## config.mk

```make
export PLATFORM = sky130hd
export DESIGN_NAME = alu_muldiv_unit
export DESIGN_NICKNAME = d
export VERILOG_FILES = /design/src/rtl/mips_alu_pkg.sv /design/src/rtl/alu_ctrl_decode.sv /design/src/rtl/alu_muldiv_unit.sv
export SDC_FILE = /design/constraint.sdc
export NUM_CORES = 1
export LEC_CHECK = 0
export ABC_AREA = 1
export CORE_ASPECT_RATIO = 0.8
export CORE_MARGIN = 2
export CORE_UTILIZATION = 43
export CTS_CLUSTER_SIZE = 10
export DETAILED_ROUTE_END_ITERATION = 16
export RECOVER_POWER = 50
export SYNTH_ARGS = -nofsm -noshare
export SYNTH_HDL_FRONTEND = slang
export SYNTH_SLANG_ARGS = --single-unit
```

## constraint.sdc

```tcl
create_clock -name clk -period 3.54 [get_ports clk]
set_input_delay 0.354 -clock clk [delete_from_list [all_inputs] [get_ports clk]]
set_output_delay 0.354 -clock clk [all_outputs]
set_load 0.005 [all_outputs]
```

## src/rtl/mips_alu_pkg.sv

```systemverilog
// mips_alu_pkg: shared ALU control codes, funct/opcode values and mul/div FSM states.
package mips_alu_pkg;
    localparam logic [3:0] ALU_AND  = 4'b0000;
    localparam logic [3:0] ALU_OR   = 4'b0001;
    localparam logic [3:0] ALU_ADD  = 4'b0010;
    localparam logic [3:0] ALU_MADD = 4'b0011;
    localparam logic [3:0] ALU_XOR  = 4'b0100;
    localparam logic [3:0] ALU_MUL  = 4'b0101;
    localparam logic [3:0] ALU_SUB  = 4'b0110;
    localparam logic [3:0] ALU_SLT  = 4'b0111;
    localparam logic [3:0] ALU_SLL  = 4'b1000;
    localparam logic [3:0] ALU_SRL  = 4'b1001;
    localparam logic [3:0] ALU_SRA  = 4'b1010;
    localparam logic [3:0] ALU_SLTU = 4'b1011;
    localparam logic [3:0] ALU_HILO = 4'b1100;
    localparam logic [3:0] ALU_NOR  = 4'b1101;
    localparam logic [3:0] ALU_LUI  = 4'b1110;

    localparam logic [1:0] ALUOP_ADD = 2'b00;
    localparam logic [1:0] ALUOP_SUB = 2'b01;
    localparam logic [1:0] ALUOP_R   = 2'b10;
    localparam logic [1:0] ALUOP_I   = 2'b11;

    localparam logic [5:0] F_SLL   = 6'h00;
    localparam logic [5:0] F_SRL   = 6'h02;
    localparam logic [5:0] F_SRA   = 6'h03;
    localparam logic [5:0] F_SLLV  = 6'h04;
    localparam logic [5:0] F_SRLV  = 6'h06;
    localparam logic [5:0] F_SRAV  = 6'h07;
    localparam logic [5:0] F_MFHI  = 6'h10;
    localparam logic [5:0] F_MTHI  = 6'h11;
    localparam logic [5:0] F_MFLO  = 6'h12;
    localparam logic [5:0] F_MTLO  = 6'h13;
    localparam logic [5:0] F_MULT  = 6'h18;
    localparam logic [5:0] F_MULTU = 6'h19;
    localparam logic [5:0] F_DIV   = 6'h1A;
    localparam logic [5:0] F_DIVU  = 6'h1B;
    localparam logic [5:0] F_ADD   = 6'h20;
    localparam logic [5:0] F_ADDU  = 6'h21;
    localparam logic [5:0] F_SUB   = 6'h22;
    localparam logic [5:0] F_SUBU  = 6'h23;
    localparam logic [5:0] F_AND   = 6'h24;
    localparam logic [5:0] F_OR    = 6'h25;
    localparam logic [5:0] F_XOR   = 6'h26;
    localparam logic [5:0] F_NOR   = 6'h27;
    localparam logic [5:0] F_SLT   = 6'h2A;
    localparam logic [5:0] F_SLTU  = 6'h2B;

    localparam logic [5:0] OP_ADDI  = 6'h08;
    localparam logic [5:0] OP_ADDIU = 6'h09;
    localparam logic [5:0] OP_SLTI  = 6'h0A;
    localparam logic [5:0] OP_SLTIU = 6'h0B;
    localparam logic [5:0] OP_ANDI  = 6'h0C;
    localparam logic [5:0] OP_ORI   = 6'h0D;
    localparam logic [5:0] OP_XORI  = 6'h0E;
    localparam logic [5:0] OP_LUI   = 6'h0F;
    localparam logic [5:0] OP_SPEC2 = 6'h1C;

    typedef enum logic [1:0] {IDLE, RUN, FIX} state_t;
endpackage

```

## src/rtl/alu_ctrl_decode.sv

```systemverilog
// alu_ctrl_decode: combinational ALU control decode plus HI/LO instruction classification.
module alu_ctrl_decode import mips_alu_pkg::*; #(
    parameter int ENABLE_DIV = 1
) (
    input  logic [1:0] ALUOp,
    input  logic [5:0] functcode,
    input  logic [5:0] opcode,
    output logic [3:0] alu_ctrl,
    output logic       illegal_op,
    output logic       is_muldiv,
    output logic       is_mt,
    output logic       is_mf
);
    always_comb begin
        alu_ctrl = ALU_ADD;
        illegal_op = 1'b0;
        is_muldiv = 1'b0;
        is_mt = 1'b0;
        is_mf = 1'b0;
        case (ALUOp)
            ALUOP_ADD: alu_ctrl = ALU_ADD;
            ALUOP_SUB: alu_ctrl = ALU_SUB;
            ALUOP_R: case (functcode)
                F_SLL, F_SLLV:   alu_ctrl = ALU_SLL;
                F_SRL, F_SRLV:   alu_ctrl = ALU_SRL;
                F_SRA, F_SRAV:   alu_ctrl = ALU_SRA;
                F_ADD, F_ADDU:   alu_ctrl = ALU_ADD;
                F_SUB, F_SUBU:   alu_ctrl = ALU_SUB;
                F_AND:           alu_ctrl = ALU_AND;
                F_OR:            alu_ctrl = ALU_OR;
                F_XOR:           alu_ctrl = ALU_XOR;
                F_NOR:           alu_ctrl = ALU_NOR;
                F_SLT:           alu_ctrl = ALU_SLT;
                F_SLTU:          alu_ctrl = ALU_SLTU;
                F_MFHI, F_MFLO:  begin alu_ctrl = ALU_HILO; is_mf = 1'b1; end
                F_MTHI, F_MTLO:  begin alu_ctrl = ALU_HILO; is_mt = 1'b1; end
                F_MULT, F_MULTU: begin alu_ctrl = ALU_HILO; is_muldiv = 1'b1; end
                F_DIV, F_DIVU:   if (ENABLE_DIV != 0) begin alu_ctrl = ALU_HILO; is_muldiv = 1'b1; end
                                 else illegal_op = 1'b1;
                default:         illegal_op = 1'b1;
            endcase
            default: case (opcode)
                OP_ADDI, OP_ADDIU: alu_ctrl = ALU_ADD;
                OP_ANDI:           alu_ctrl = ALU_AND;
                OP_ORI:            alu_ctrl = ALU_OR;
                OP_XORI:           alu_ctrl = ALU_XOR;
                OP_SLTI:           alu_ctrl = ALU_SLT;
                OP_SLTIU:          alu_ctrl = ALU_SLTU;
                OP_LUI:            alu_ctrl = ALU_LUI;
                OP_SPEC2:          alu_ctrl = (functcode != 6'd0) ? ALU_MUL : ALU_MADD;
                default:           illegal_op = 1'b1;
            endcase
        endcase
    end
endmodule

```

## src/rtl/alu_muldiv_unit.sv

```systemverilog
// alu_muldiv_unit: EX-stage ALU control decode with an iterative mul/div engine owning HI/LO.
module alu_muldiv_unit import mips_alu_pkg::*; #(
    parameter int WIDTH      = 32,
    parameter int ENABLE_DIV = 1
) (
    input  logic             clk,
    input  logic             rst_n,
    input  logic [1:0]       ALUOp,
    input  logic [5:0]       functcode,
    input  logic [5:0]       opcode,
    output logic [3:0]       alu_ctrl,
    output logic             illegal_op,
    input  logic             op_valid,
    output logic             op_ready,
    input  logic [WIDTH-1:0] src_a,
    input  logic [WIDTH-1:0] src_b,
    output logic [WIDTH-1:0] hi,
    output logic [WIDTH-1:0] lo,
    output logic [WIDTH-1:0] mf_result,
    output logic             done,
    output logic             div_by_zero
);
    localparam int CW = $clog2(WIDTH);

    logic is_muldiv, is_mt, is_mf, accept, a_neg, b_neg, fits;
    logic div_op, neg_q, neg_r, b_zero;
    state_t state;
    logic [CW-1:0] cnt;
    logic [2*WIDTH:0] acc, step_acc;
    logic [WIDTH-1:0] opb, a_mag, b_mag, quo, rem, quo_fix, rem_fix;
    logic [WIDTH:0] upper_m, sh_hi;
    logic [2*WIDTH-1:0] prod, prod_fix;

    alu_ctrl_decode #(.ENABLE_DIV(ENABLE_DIV)) u_dec (
        .ALUOp(ALUOp), .functcode(functcode), .opcode(opcode),
        .alu_ctrl(alu_ctrl), .illegal_op(illegal_op),
        .is_muldiv(is_muldiv), .is_mt(is_mt), .is_mf(is_mf)
    );

    assign accept    = op_valid && op_ready && is_muldiv;
    assign a_neg     = !functcode[0] && src_a[WIDTH-1];
    assign b_neg     = !functcode[0] && src_b[WIDTH-1];
    assign a_mag     = a_neg ? -src_a : src_a;
    assign b_mag     = b_neg ? -src_b : src_b;
    assign mf_result = is_mf ? (functcode[1] ? lo : hi) : '0;

    // acc = {partial product | remainder, multiplier | quotient}; one step per RUN cycle
    assign upper_m  = acc[2*WIDTH:WIDTH] + (acc[0] ? {1'b0, opb} : '0);
    assign sh_hi    = acc[2*WIDTH-1:WIDTH-1];
    assign fits     = sh_hi >= {1'b0, opb};
    assign step_acc = div_op ? {fits ? sh_hi - {1'b0, opb} : sh_hi, acc[WIDTH-2:0], fits}
                             : {1'b0, upper_m, acc[WIDTH-1:1]};

    assign prod     = acc[2*WIDTH-1:0];
    assign prod_fix = neg_q ? -prod : prod;
    assign quo      = acc[WIDTH-1:0];
    assign rem      = acc[2*WIDTH-1:WIDTH];
    // a zero divisor leaves the dividend magnitude as remainder, so the signed fix restores src_a
    assign quo_fix  = b_zero ? '1 : (neg_q ? -quo : quo);
    assign rem_fix  = neg_r ? -rem : rem;

    always_ff @(posedge clk or negedge rst_n) begin
        if (!rst_n) begin
            state <= IDLE;
            op_ready <= 1'b1;
            hi <= '0;
            lo <= '0;
            done <= 1'b0;
            div_by_zero <= 1'b0;
            acc <= '0;
            cnt <= '0;
            opb <= '0;
            div_op <= 1'b0;
            neg_q <= 1'b0;
            neg_r <= 1'b0;
            b_zero <= 1'b0;
        end else begin
            done <= 1'b0;
            div_by_zero <= 1'b0;
            case (state)
                IDLE: if (accept) begin
                    state <= RUN;
                    op_ready <= 1'b0;
                    cnt <= CW'(WIDTH-1);
                    acc <= {{(WIDTH+1){1'b0}}, a_mag};
                    opb <= b_mag;
                    div_op <= (ENABLE_DIV != 0) && functcode[1];
                    neg_q <= a_neg ^ b_neg;
                    neg_r <= a_neg;
                    b_zero <= src_b == '0;
                end else if (op_valid && is_mt) begin
                    if (functcode[1]) lo <= src_a;
                    else hi <= src_a;
                end
                RUN: begin
                    acc <= step_acc;
                    cnt <= cnt - CW'(1);
                    if (cnt == '0) state <= FIX;
                end
                FIX: begin
                    {hi, lo} <= div_op ? {rem_fix, quo_fix} : prod_fix;
                    done <= 1'b1;
                    div_by_zero <= div_op && b_zero;
                    op_ready <= 1'b1;
                    state <= IDLE;
                end
                default: state <= IDLE;
            endcase
        end
    end
endmodule
```

==> run summary <==
The die is 188.4 µm tall. Max-cap violations in this run came to 1. The flip-flop and latch count after synthesis is 175.

In this run, distinct cell masters in the synthesized netlist total 54. The share of synthesized flip-flops with an asynchronous set or reset came out at 100.0%. TritonCTS built the clock tree.

The combinational group share of total power came out at 64.0%. The reg2reg setup slack came out at 0.21 ns. The total count of hold-check failures in the final report came out at 0.

The quantity of hold-fixing buffers added after cts is 1. Along the worst path, the maximum fanout reaches 31. For this block, the initial DRC count from the detailed router was 3316. The per-instance average area after synthesis is 5.717 µm².

The count of instances resized after the clock tree is built is 0. IR analysis of the VDD net gives a maximum drop of 0.4254 mV. The remaining max-slew budget at the tightest pin is -92.11%. The final cycle utilization of the critical path is 93.95%. The setup violation total in the final timing report is 0. In this run the clock root is driven by a sky130_fd_sc_hd__clkbuf_16. Counting flops with a built-in enable in the synthesized netlist gives 0. The total number of vias came out at 22750.

The initial antenna violation count is 2. The portion of the post-synthesis area used by sequential elements came out at 23.96%. The worst endpoint data arrival time came out at 3.75 ns. The synthesized net count is 3350.

The first detailed-routing pass took 8 iterations. The filler cells instantiated in the layout total 4488. The total DRC errors in the routed layout is 0. At the pin with the least slew margin, the transition time is 2.882 ns. The time the worst path needs with I/O delays and setup came out at 3.326 ns. Hold is met by 0.5091 ns. In this run, flip-flops and latches consume 22.4% of the power.

The number of levels in the clock H-tree is 4. Summed over all nets, the switching power comes to 8497 µW. The number of nets still failing antenna checks after routing came out at 0.

The insertion delay to the later sink of the worst-skew pair came out at 0.49 ns. Derived from the worst setup path, the maximum achievable clock frequency is 300.7 MHz. The sum of net half-perimeters after detailed placement came out at 70050 µm. The placement row count is 67. The total routed wirelength is 86720 µm. The required time at the endpoint of the critical path is 3.97 ns.

For the final routed database, the setup TNS stands at 0 ns. In the final routed layout, each cell accounts on average for 22.06 µm. The critical path is of the reg -> reg type. The number of global-route vias before repair is 20160.

The core area came out at 0.04192 mm². The final setup skew came out at 0.01893 ns. The share of layout cells above drive strength 1 came out at 4.263%. The number of buffers between clock root and the deepest sink came out at 2. The number of sinks handled by clock tree synthesis came out at 175. The register cell area after layout came out at 0.004382 mm². The global-route usage over all layers is 38.91%. The ratio of routed vias to standard cells came out at 5.786.

The global placer's final weighted congestion came out at 1.036. The multi-input combinational cell area came out at 0.01186 mm². Setup repair after global routing left no endpoint under its margin.

The Yosys step of the flow raised 0 warnings. The worst setup path is launched from a flip-flop. The top flip-flop cell by instance count after synthesis is sky130_fd_sc_hd__dfrtp_1. The total CTS buffers came out at 17. Pin placement for this block handled 185 I/O pins. The checks that failed: max-capacitance violations, max-slew violations. Synthesis produced a netlist whose cell count is 3197. The first global-routing pass estimated 127700 µm of wire. The static leakage is 0.01062 µW. The cell area after synthesis is 0.01828 mm².

The area added between synthesis and finish came out at 17.66%. The die outline area is 0.04418 mm². Port buffering added 184 buffers. The internal power contribution is 6421 µW. After the last flow step, the layout net total stands at 3518. The starting density of the core is 43.61%. The clock-pin slew reported for the worst setup and hold paths after clock tree synthesis came out at 0.09 ns.

The fraction of power spent switching nets came out at 56.96%. The number of setup buffers added after CTS is 0. The final global-route overflow total came out at 0. The path type of the worst min-delay path is in -> reg.

The run finished, with violations left. The worst setup path is captured at a flip-flop. The power density over the cells is 693.6 mW/mm². The die width came out at 234.5 µm.

The count of final max-slew check failures was 46. The largest net degree at the start of global routing is 95. The clock network fraction of total power is 13.6%.
-- placed cells by master (no fill, tap or decap), types with 9 or more instances in the layout --
master	count
sky130_fd_sc_hd__a21oi_1	239
sky130_fd_sc_hd__a22oi_1	10
sky130_fd_sc_hd__a31oi_1	22
sky130_fd_sc_hd__buf_4	64
sky130_fd_sc_hd__clkbuf_16	17
sky130_fd_sc_hd__clkdlybuf4s50_1	134
sky130_fd_sc_hd__dfrtp_1	173
sky130_fd_sc_hd__dlygate4sd3_1	50
sky130_fd_sc_hd__ha_1	70
sky130_fd_sc_hd__inv_1	414
sky130_fd_sc_hd__nand2_1	930
sky130_fd_sc_hd__nand3_1	277
sky130_fd_sc_hd__nand3b_1	22
sky130_fd_sc_hd__nand4_1	55
sky130_fd_sc_hd__nor2_1	470
sky130_fd_sc_hd__nor3_1	40
sky130_fd_sc_hd__nor4_1	11
sky130_fd_sc_hd__o211ai_1	14
sky130_fd_sc_hd__o21ai_0	211
sky130_fd_sc_hd__o21ai_1	9
sky130_fd_sc_hd__or2_2	17
sky130_fd_sc_hd__xor2_1	28
-- layer usage --
| layer | track usage (%) | wire length, µm | vias to the layer above |
|---|---|---|---|
| met1 | 61.05 | 39750 | 10580 |
| met5 | 0 | 0 | - |
| met2 | 48.01 | 31380 | 1403 |
| met4 | 7.112 | 1468 | 0 |
| met3 | 16.57 | 14120 | 91 |
| li1 | - | - | 10670 |
-- kinds of logic (layout without fill, tap and decap cells) --
group           after synthesis  after routing  synth area share (%)
other cells                   0              1                     0
simple gates               1849           1849                 42.32
buf+inv                     526            707                 11.22
flops                       175            175                 23.96
xor+xnor                     35             35                 1.677
compound gates              540            540                 15.81
fa+ha+maj                    72             72                 5.011
-- critical path, cell delays in order, from the launching register on --
cell and delay, ns:
sky130_fd_sc_hd__dfrtp_1 0.59, sky130_fd_sc_hd__ha_1 0.48, sky130_fd_sc_hd__nand2_1 0.13, sky130_fd_sc_hd__nor2_1 0.15
sky130_fd_sc_hd__nand3_1 0.10, sky130_fd_sc_hd__nand3_1 0.17, sky130_fd_sc_hd__nand2_1 0.09, sky130_fd_sc_hd__nand2_1 0.08
sky130_fd_sc_hd__nand3_1 0.36, sky130_fd_sc_hd__nand2_4 0.31, sky130_fd_sc_hd__buf_12 0.23, sky130_fd_sc_hd__nand3_1 0.25
sky130_fd_sc_hd__nand3_1 0.16, sky130_fd_sc_hd__nand2_1 0.08, sky130_fd_sc_hd__nand2_1 0.06
-- Yosys cell counts, drive strengths merged, types with 5 or more instances --
| cell | n | area [µm²] |
|---|---|---|
| xor2 | 28 | 245.2 |
| o211ai | 14 | 105.1 |
| and2 | 5 | 31.28 |
| a21oi | 240 | 1205 |
| nand4 | 55 | 344.1 |
| nand3b | 22 | 165.2 |
| nor2 | 477 | 1808 |
| xnor2 | 7 | 61.31 |
| nor3 | 45 | 256.5 |
| a31oi | 22 | 137.6 |
| buf | 36 | 211.5 |
| nor4 | 11 | 68.82 |
| a21o | 7 | 52.55 |
| inv | 420 | 1577 |
| ha | 70 | 875.8 |
| clkbuf | 69 | 259.0 |
| or2 | 19 | 118.9 |
| o22ai | 6 | 37.54 |
| dfrtp | 174 | 4354 |
| nand2 | 933 | 3520 |
| a22oi | 10 | 75.07 |
| nand3 | 278 | 1396 |
| o21ai | 220 | 1101 |
-- final timing paths --
| check | from | end | depth (start not counted) |
|---|---|---|---|
| min in group asynchronous | rst_n | acc[59] | 2 |
| setup / recovery | acc[36] | acc[58] | 14 |
| max in group asynchronous | rst_n | acc[27] | 3 |
| hold reg to reg | op_ready | op_ready | 2 |
| setup reg to reg | acc[36] | acc[58] | 14 |
| hold / removal | src_b[0] | opb[0] | 3 |
-- power by group through the flow --
| stage | sequential [µW] | clock [µW] | combinational [µW] |
|---|---|---|---|
| after floorplan | 3030 | 0 | 5860 |
| after global placement | 3300 | 0 | 9050 |
| after detailed placement | 3320 | 0 | 9080 |
| after CTS | 3280 | 2040 | 9140 |
| after global routing | 3380 | 2120 | 10400 |
| final | 3340 | 2030 | 9540 |
-- sequential cells by signal, indices dropped and copies added (netlist names) --
name,flops
cnt,5
neg_r,1
opb,32
acc,65
lo,32
div_by_zero,1
op_ready,1
state,2
b_zero,1
div_op,1
hi,32
done,1
neg_q,1
-- area by class of cell --
class / instances / share of cell area [%]
Antenna cell: 1 / 0.01164
Clock buffer: 18 / 1.995
Clock inverter: 14 / 0.7621
Inverter: 421 / 7.348
Multi-Input combinational cell: 2496 / 55.16
Sequential cell: 175 / 20.37
Tap cell: 552 / 3.211
Timing Repair Buffer: 254 / 11.14
-- stage by stage --
stage	power [µW]	cell area (µm²)	setup slack (ns)	utilization, %	std cells
after floorplan	8892	18280	0.8898	-	3197
after global placement	12350	20910	0.4332	49.90	3897
after detailed placement	12400	20910	0.4209	49.90	3897
after CTS	14460	21520	0.3942	51.33	3930
after global routing	15900	21500	0.08519	51.30	3930
final	14920	21510	0.2141	51.31	3931
No activity file was read; power rests on OpenSTA's default activity.
